### src/rtl/cmd_pkg.sv
// Shared definitions for the DDR command queue: command codes,
// default field widths and the packed entry width helper.
package cmd_pkg;

    localparam logic CMD_WR = 1'b0;
    localparam logic CMD_RD = 1'b1;

    localparam int CMD_ADDR_W  = 27;
    localparam int CMD_BURST_W = 6;
    localparam int CMD_DATA_W  = 128;

    function automatic int entry_width(int aw, int bw, int dw, int chw);
        return 1 + aw + bw + dw + dw / 8 + chw;
    endfunction

endpackage

### src/rtl/sync_fifo_fwft.sv
// Generic single-clock first-word-fall-through FIFO with inferred
// storage; pushes when full and pops when empty are ignored.
module sync_fifo_fwft #(
    parameter  int WIDTH = 8,
    parameter  int DEPTH = 16,
    localparam int AW    = $clog2(DEPTH),
    localparam int CW    = $clog2(DEPTH + 1)
) (
    input  logic             clk,
    input  logic             rst,
    input  logic             push,
    input  logic [WIDTH-1:0] wdata,
    input  logic             pop,
    output logic [WIDTH-1:0] rdata,
    output logic             full,
    output logic             empty,
    output logic [CW-1:0]    count
);

    logic [WIDTH-1:0] mem_q [DEPTH];
    logic [AW-1:0]    wr_ptr_q, wr_ptr_d;
    logic [AW-1:0]    rd_ptr_q, rd_ptr_d;
    logic [CW-1:0]    count_q, count_d;
    logic             do_push, do_pop;

    assign full    = (count_q == CW'(DEPTH));
    assign empty   = (count_q == '0);
    assign do_push = push & ~full;
    assign do_pop  = pop & ~empty;
    assign rdata   = mem_q[rd_ptr_q];
    assign count   = count_q;

    always_comb begin
        wr_ptr_d = wr_ptr_q;
        rd_ptr_d = rd_ptr_q;
        count_d  = count_q;
        if (do_push) wr_ptr_d = wr_ptr_q + 1'b1;
        if (do_pop)  rd_ptr_d = rd_ptr_q + 1'b1;
        case ({do_push, do_pop})
            2'b10:   count_d = count_q + 1'b1;
            2'b01:   count_d = count_q - 1'b1;
            default: count_d = count_q;
        endcase
    end

    always_ff @(posedge clk) begin
        if (rst) begin
            wr_ptr_q <= '0;
            rd_ptr_q <= '0;
            count_q  <= '0;
        end else begin
            wr_ptr_q <= wr_ptr_d;
            rd_ptr_q <= rd_ptr_d;
            count_q  <= count_d;
        end
    end

    // Storage carries no reset so it maps onto RAM.
    always_ff @(posedge clk) begin
        if (do_push) mem_q[wr_ptr_q] <= wdata;
    end

endmodule

### src/rtl/cmd_arb_fifo.sv
// DDR front-end command queue: round-robin arbitration of NUM_CH
// requesters into one FWFT FIFO drained by the controller.
module cmd_arb_fifo
    import cmd_pkg::*;
#(
    parameter  int NUM_CH    = 4,
    parameter  int DEPTH     = 16,
    parameter  int ADDR_W    = CMD_ADDR_W,
    parameter  int BURST_W   = CMD_BURST_W,
    parameter  int DATA_W    = CMD_DATA_W,
    parameter  int AF_THRESH = DEPTH - 2,
    localparam int CH_W      = (NUM_CH > 1) ? $clog2(NUM_CH) : 1,
    localparam int MW        = DATA_W / 8,
    localparam int CW        = $clog2(DEPTH + 1),
    localparam int EW        = entry_width(ADDR_W, BURST_W, DATA_W, CH_W)
) (
    input  logic                      clk,
    input  logic                      rst,
    input  logic [NUM_CH-1:0]         push_valid,
    output logic [NUM_CH-1:0]         push_rdy,
    input  logic [NUM_CH-1:0]         push_cmd_type,
    input  logic [NUM_CH*ADDR_W-1:0]  push_addr,
    input  logic [NUM_CH*BURST_W-1:0] push_burst_cnt,
    input  logic [NUM_CH*DATA_W-1:0]  push_wt_data,
    input  logic [NUM_CH*MW-1:0]      push_wt_mask,
    output logic                      pop_valid,
    input  logic                      pop_rdy,
    output logic                      pop_cmd_type,
    output logic [ADDR_W-1:0]         pop_addr,
    output logic [BURST_W-1:0]        pop_burst_cnt,
    output logic [DATA_W-1:0]         pop_wt_data,
    output logic [MW-1:0]             pop_wt_mask,
    output logic [CH_W-1:0]           pop_ch,
    output logic [CW-1:0]             count,
    output logic                      almost_full
);

    logic [CH_W-1:0]   rr_q, rr_d;
    logic [NUM_CH-1:0] gnt;
    logic [CH_W-1:0]   gnt_idx;
    logic              hit;
    int                idx;
    logic              full, empty, push_acc;
    logic [EW-1:0]     wr_entry, rd_entry;

    // Search upward from rr_q with wrap; first requester wins.
    always_comb begin
        gnt     = '0;
        gnt_idx = '0;
        hit     = 1'b0;
        idx     = 0;
        for (int k = 0; k < NUM_CH; k++) begin
            idx = int'(rr_q) + k;
            if (idx >= NUM_CH) idx = idx - NUM_CH;
            if (!hit && push_valid[idx]) begin
                hit      = 1'b1;
                gnt[idx] = 1'b1;
                gnt_idx  = CH_W'(idx);
            end
        end
    end

    // Registered full only: no path from pop_rdy into push_rdy.
    assign push_rdy = gnt & {NUM_CH{~full}};
    assign push_acc = hit & ~full;

    always_comb begin
        rr_d = rr_q;
        if (push_acc) begin
            if (int'(gnt_idx) == NUM_CH - 1) rr_d = '0;
            else                             rr_d = gnt_idx + 1'b1;
        end
    end

    always_ff @(posedge clk) begin
        if (rst) rr_q <= '0;
        else     rr_q <= rr_d;
    end

    assign wr_entry = {
        push_cmd_type[gnt_idx],
        push_addr[int'(gnt_idx)*ADDR_W +: ADDR_W],
        push_burst_cnt[int'(gnt_idx)*BURST_W +: BURST_W],
        push_wt_data[int'(gnt_idx)*DATA_W +: DATA_W],
        push_wt_mask[int'(gnt_idx)*MW +: MW],
        gnt_idx
    };

    sync_fifo_fwft #(
        .WIDTH (EW),
        .DEPTH (DEPTH)
    ) u_fifo (
        .clk   (clk),
        .rst   (rst),
        .push  (push_acc),
        .wdata (wr_entry),
        .pop   (pop_rdy),
        .rdata (rd_entry),
        .full  (full),
        .empty (empty),
        .count (count)
    );

    assign pop_valid   = ~empty;
    assign almost_full = (count >= CW'(AF_THRESH));

    assign {pop_cmd_type, pop_addr, pop_burst_cnt,
            pop_wt_data, pop_wt_mask, pop_ch} = rd_entry;

endmodule

### config.mk
export PLATFORM = sky130hd
export DESIGN_NAME = cmd_arb_fifo
export DESIGN_NICKNAME = d
export VERILOG_FILES = /design/src/rtl/cmd_pkg.sv /design/src/rtl/sync_fifo_fwft.sv /design/src/rtl/cmd_arb_fifo.sv
export SDC_FILE = /design/constraint.sdc
export NUM_CORES = 2
export LEC_CHECK = 0
export CAP_MARGIN = 10
export CELL_PAD_IN_SITES_DETAIL_PLACEMENT = 1
export CELL_PAD_IN_SITES_GLOBAL_PLACEMENT = 2
export CORE_ASPECT_RATIO = 0.6
export CORE_MARGIN = 5
export CORE_UTILIZATION = 46
export DETAILED_ROUTE_END_ITERATION = 16
export MAX_ROUTING_LAYER = met4
export PLACE_DENSITY_LB_ADDON = 0.1
export SYNTH_ARGS = -nofsm -noshare
export SYNTH_HDL_FRONTEND = slang
export SYNTH_SLANG_ARGS = --single-unit
### constraint.sdc
create_clock -name clk -period 21.6 [get_ports clk]
set_input_delay 4.32 -clock clk [delete_from_list [all_inputs] [get_ports clk]]
set_output_delay 4.32 -clock clk [all_outputs]
set_load 0.02 [all_outputs]
# After elaboration in Yosys (flattened, before gate mapping)

Memories as Yosys holds them, arrays and structs flattened. A register that Yosys moved wholly into a read port is not among the register bits.
Index checks and enable logic that the tools add are counted.

Word-level logic and storage cells: 106
Memory bits (writable): 2880
Memories kept: 1
Bits of input ports: 719
Register bits after elaboration: 15

Memory list:

| memory       | words | width | rd ports | clocked after memory_dff | write ports | line                 | source |
|---|---|---|---|---|---|---|---|
| u_fifo.mem_q | 16    | 180   | 1        | 1                        | 1           | sync_fifo_fwft.sv:20 | `logic [WIDTH-1:0] mem_q [DEPTH];` |

Equality and inequality tests: 4
Muxes and demuxes: 44
Shift operators: 4
$lt $le $gt $ge: 14
$mul: 2
Bitwise logic cells: 9
Add/subtract/negate cells: 12
Reductions and logical operators: 12

Operator list:

| cell                | number |
|---|---|
| $shiftx 512x10->128 | 1 |
| $ge 32x1->1 const B | 4 |
| $lt 32x4->1 const B | 4 |
| $mux 32             | 4 |
| $shiftx 108x8->27   | 1 |
| $shiftx 64x7->16    | 1 |
| $mux 4              | 6 |
| $shiftx 24x6->6     | 1 |
| $mux 1              | 19 |
| $or 4x4->4          | 3 |
| $sub 3x3->4 const B | 3 |
| $bmux 1 s2          | 5 |
| $mux 2              | 5 |
| $pmux 5 s2          | 1 |
| $ge 3x3->1 const B  | 3 |
| $add 4x1->4 const B | 2 |
| $demux 1 s2         | 4 |
| $logic_and 1x1->1   | 7 |
| $mul 2x5->7 const B | 1 |
| $add 2x2->3 const B | 2 |
| $add 5x1->5 const B | 1 |
| $eq 5x5->1 const B  | 1 |
| $ge 5x4->1 const B  | 1 |
| $logic_not 5->1     | 1 |
| 14 further kinds    | 20 |

# Depth between registers and ports, before layout

Depth after elaboration: 19
Depth in mapped cells: 17
Depth with buffers taken out: 15

# Cells and area by module

From an unflattened synthesis, not the netlist that was laid out.

Cell total of the unflattened synthesis: 5053
Area total of the unflattened synthesis: 115624.6 sq um

By module, submodules not included:

| module         | instances | area each (sq um) | cells an instance | sequential area each (sq um) |
|---|---|---|---|---|
| sync_fifo_fwft | 1         | 109371.1          | 4394              | 86823.3 |
| cmd_arb_fifo   | 1         | 6253.5            | 659               | 40.0 |

# Worst setup path after synthesis

OpenSTA, ideal clock, no wires.

Path kind: input to register
From: in push_valid[1]
To: mem u_fifo.mem_q[3][0] (netlist name), enable pin
Data required time: 20.659 ns
Data arrival time: 17.568 ns
Stages on the path: 6
Setup time: 0.941 ns
Path slack: 3.091 ns
Cells stage by stage: mux4_2 > buf_2 > or3_1 > a2bb2oi_2 > nand2_1 > nor3_1

Cells in the longest elaborated chain, start to end: 17
Elaborated cells between the ends (all ways): 26

Ends and longest elaborated chain:

| what                                      | line                 | source |
|---|---|---|
| start: declaration                        | cmd_arb_fifo.sv:19   | `input logic [NUM_CH-1:0] push_valid,` |
| $bmux 1 s2                                | cmd_arb_fifo.sv:55   | `if (!hit && push_valid[idx]) begin` |
| $mux 1 (not written as such) (2 in a row) | cmd_arb_fifo.sv:55   |  |
| $mux 1                                    | cmd_arb_fifo.sv:55   |  |
| $logic_not 1->1                           | cmd_arb_fifo.sv:55   |  |
| $logic_and 1x1->1                         | cmd_arb_fifo.sv:55   |  |
| $mux 1                                    | cmd_arb_fifo.sv:55   |  |
| $logic_not 1->1                           | cmd_arb_fifo.sv:55   |  |
| $logic_and 1x1->1                         | cmd_arb_fifo.sv:55   |  |
| $mux 1                                    | cmd_arb_fifo.sv:55   |  |
| $logic_not 1->1                           | cmd_arb_fifo.sv:55   |  |
| $logic_and 1x1->1                         | cmd_arb_fifo.sv:55   |  |
| $mux 1 *                                  | cmd_arb_fifo.sv:55   |  |
| $and 1x1->1 *                             | cmd_arb_fifo.sv:65   | `assign push_acc = hit & ~full;` |
| $and 1x1->1 *                             | sync_fifo_fwft.sv:28 | `assign do_push = push & ~full;` |
| $mux 1 *                                  | sync_fifo_fwft.sv:60 | `if (do_push) mem_q[wr_ptr_q] <= wdata;` |
| $mux 1 (not written as such) *            | sync_fifo_fwft.sv:60 |  |
| end: declaration                          | sync_fifo_fwft.sv:20 |  |

Every way passes the cells marked *; elsewhere a longest branch is shown, timed or not. The select of a mux whose other input is x is not followed.

# Worst setup path after layout

From: in push_valid[2]
To: out push_rdy[0]

Cells in the longest elaborated chain, start to end: 14
Elaborated cells between the ends (all ways): 29

Ends and longest elaborated chain:

| what                                      | line               | source |
|---|---|---|
| $bmux 1 s2                                | cmd_arb_fifo.sv:55 |  |
| $mux 1 (not written as such) (2 in a row) | cmd_arb_fifo.sv:55 |  |
| $mux 1                                    | cmd_arb_fifo.sv:55 |  |
| $logic_not 1->1                           | cmd_arb_fifo.sv:55 |  |
| $logic_and 1x1->1                         | cmd_arb_fifo.sv:55 |  |
| $mux 1                                    | cmd_arb_fifo.sv:55 |  |
| $logic_not 1->1                           | cmd_arb_fifo.sv:55 |  |
| $logic_and 1x1->1                         | cmd_arb_fifo.sv:55 |  |
| $mux 1                                    | cmd_arb_fifo.sv:55 |  |
| $logic_not 1->1                           | cmd_arb_fifo.sv:55 |  |
| $logic_and 1x1->1                         | cmd_arb_fifo.sv:55 |  |
| $mux 4 *                                  | cmd_arb_fifo.sv:55 |  |
| $and 4x4->4 *                             | cmd_arb_fifo.sv:64 | `assign push_rdy = gnt & {NUM_CH{~full}};` |
| end: declaration                          | cmd_arb_fifo.sv:20 | `output logic [NUM_CH-1:0] push_rdy,` |

Marks and branches as above.

==> metrics.cfg <==
[grt]
grt_pass1_wl_mm = 511.4
grt_start_max_net_pins = 115
grt_antenna_before_repair = 87
grt.total_usage_pct = 28.81
grt-ovfl-total = 0
grt_pass1_vias = 62900

[floorplanning]
die_x_um = 656.4
start_util_pct = 46.19
ios = 910
core_area_um2 = 249600
dieArea_um2 = 261100
fp.dieH_um = 397.8
row_count = 142

[finish]
final_nets = 7104
fillers = 21470
syn_to_final_growth_pct = 18.71
drive_above_1_share_pct = 20.25
stdcell_count = 9932
final_common_cell = edfxtp_1
most-common-layout-cells = 2880 x edfxtp_1, 909 x clkdlybuf4s50_1, 828 x mux4_2, 365 x nand2_1, 289 x clkbuf_16

[sta]
hold_viol_final = 0
slew_viol_final = 0
skew_ns = 0.03618
worst_pin_slew_ns = 1.361
rsz0062_at_grt = false
fin_tns_setup_ns = 0
whs_ns = 0.5604
period_minus_slack_ns = 11.49
relSlewSlack_pct = 9.241
finalSetupViolCount = 0
fmax_mhz = 87.00
fin_crit_sh_pct = 53.22
layout_setup_ws_ns = 10.11

[run]
cap_violations = 0

[place]
dp.cells = 9404
io_buffers = 909
dp_hpwl_mm = 226.3
gp_congestion = 0.8452
dp_slack_ns = 10.17

[drt]
vias_per_cell = 6.153
wl_per_cell_um = 37.28
firstDrtPassIters = 5
drc = 0
drtIter0Drc = 6583
routed_wl_mm = 370.3
vias = 61120
drtAntennaViolNets = 0

[power]
power_density_nw_per_um2 = 150.8
power_uw = 20640
p_leak_uw = 0.04275
irDropWorstVdd_mv = 0.1161

[synth]
ys_ff_latch = 2899
synth_edf_count = 2880
synth_top_area_share_pct = 75.00
ys_async_sr_fraction_pct = 0
synth_ff_type = edfxtp_1
ys_types = 45
ys_seq_area_share_pct = 75.33
syn-cell-area_um2 = 115300
synthTopCellsByArea = edfxtp_1 75%, mux4_2 16%, a311o_1 1.5%, nand2_1 1.2%, a21oi_1 1.1%
avgSynthCellArea_um2 = 21.22
yosys_warnings = 0
synthCells = 5434
synth_area_leader_cell = edfxtp_1
synth_nets = 6167

[worst_setup_path]
regToRegSetupSlack_ns = 15.07
cp_cell_sequence = clkdlybuf4s50_1, mux4_2, or3_1, nor2_1, a221oi_1, nor2_1, clkdlybuf4s50_1
criticalPathCategory = in2out
cp.arrival_ns = 7.17
crit_start = push_valid[2]
cp-endpoint = push_rdy[0]
critPathLaunchType = primary input
ff2ff_path_depth = 11
rr_startpoint = rr_q[0]
required_ns = 17.28
cp_slowest_cell = mux4_2
r2r-end = u_fifo.mem_q[8][12]
cp_slowest_stage_delay_ns = 0.64
cp-end-kind = output pin
critPathMaxFanout = 8

[cts]
postCtsHoldBufs = 0
post_cts_buffers = 0
cts_tree = built
clock-root-buffer = clkbuf_16
clock-sinks = 2899
clk_latency_ns = 0.85
cts_buffer_depth = 4
htree_num_levels = 5
ctsResizeCount = 0
cts_made_buffers = 277
clk_pin_slew_ns = 0.06

[run_status]
status = finished clean

[hold_path]
hold_path_class = reg2reg

[registers in the layout, indices dropped and copies added, names as in the netlist, named ones only]
signal	cells
rr_q	2
u_fifo.wr_ptr_q	4
u_fifo.rd_ptr_q	4
u_fifo.mem_q	2880
u_fifo.count	5
[stage by stage]
step / area [um2] / utilization (%)
2_1_floorplan: 115300 / -
3_3_place_gp: 128300 / 51.38
3_5_place_dp: 128300 / 51.38
4_1_cts: 136800 / 54.79
5_1_grt: 136900 / 54.83
6_report: 136900 / 54.84
[cells in the mapped netlist (5+ instances only)]
library cell / count
nor3_1: 5
and3_1: 178
nor2b_1: 76
a311o_1: 177
mux2i_1: 84
edfxtp_1: 2880
a22oi_1: 5
inv_1: 9
nor2_1: 36
buf_6: 7
clkbuf_1: 232
buf_2: 89
dfxtp_1: 19
xor2_1: 8
nand2_1: 365
buf_1: 44
mux4_2: 828
a21oi_1: 258
ha_1: 14
a211oi_1: 78
[layout make-up]
cell class / count / area (um2) / area share [%]
Antenna cell: 47 / 117.6 / 0.08592
Clock buffer: 356 / 7483 / 5.467
Clock inverter: 125 / 1021 / 0.7458
Inverter: 10 / 45.04 / 0.03290
Multi-Input combinational cell: 2152 / 26970 / 19.71
Sequential cell: 2899 / 86880 / 63.47
Tap cell: 3312 / 4144 / 3.027
Timing Repair Buffer: 1031 / 10230 / 7.471
[how the worst min path moves through the flow]
stage	cells past startpoint	endpoint	start
3_5_place_dp	2	flip-flop	u_fifo.rd_ptr_q[3]
4_1_cts	2	u_fifo.rd_ptr_q[3]	u_fifo.rd_ptr_q[3]
6_report	2	u_fifo.rd_ptr_q[3]	u_fifo.rd_ptr_q[3]
3_3_place_gp	2	flip-flop	u_fifo.rd_ptr_q[2]
2_1_floorplan	2	flip-flop	u_fifo.rd_ptr_q[3]
5_1_grt	2	u_fifo.rd_ptr_q[2]	u_fifo.rd_ptr_q[2]
[per-layer routing]
metal	GRT usage, %	up-vias	wire length (um)
met5	-	-	0
met4	9.493	0	11810
met3	3.213	483	18580
met2	45.93	2158	185200
met1	39.38	33610	154700
li1	-	24860	-
[critical path, delay by kind of cell]
kind / cells / cell delay [ns]
compound gates: 1 / 0.14
simple gates: 3 / 0.88
mux: 1 / 0.64
buf+inv: 2 / 1.18
[logic make-up after synthesis]
group	Yosys count	synth area share (%)
AO/OA/AOI/OAI	538	3.336
XOR/XNOR	11	0.08355
adder cells (fa/ha/maj)	14	0.1519
buffers and inverters	383	1.392
flip-flops	2899	75.33
multiplexers	913	16.91
AND/OR/NAND/NOR	676	2.798
[power breakdown]
part	internal, uW	switching [uW]	leakage [uW]
registers	8480	193	0.0265
clock network	2650	2060	0.00416
logic	2400	4860	0.0121
total	13500	7110	0.0427
Power figures use the tool's default switching activity.
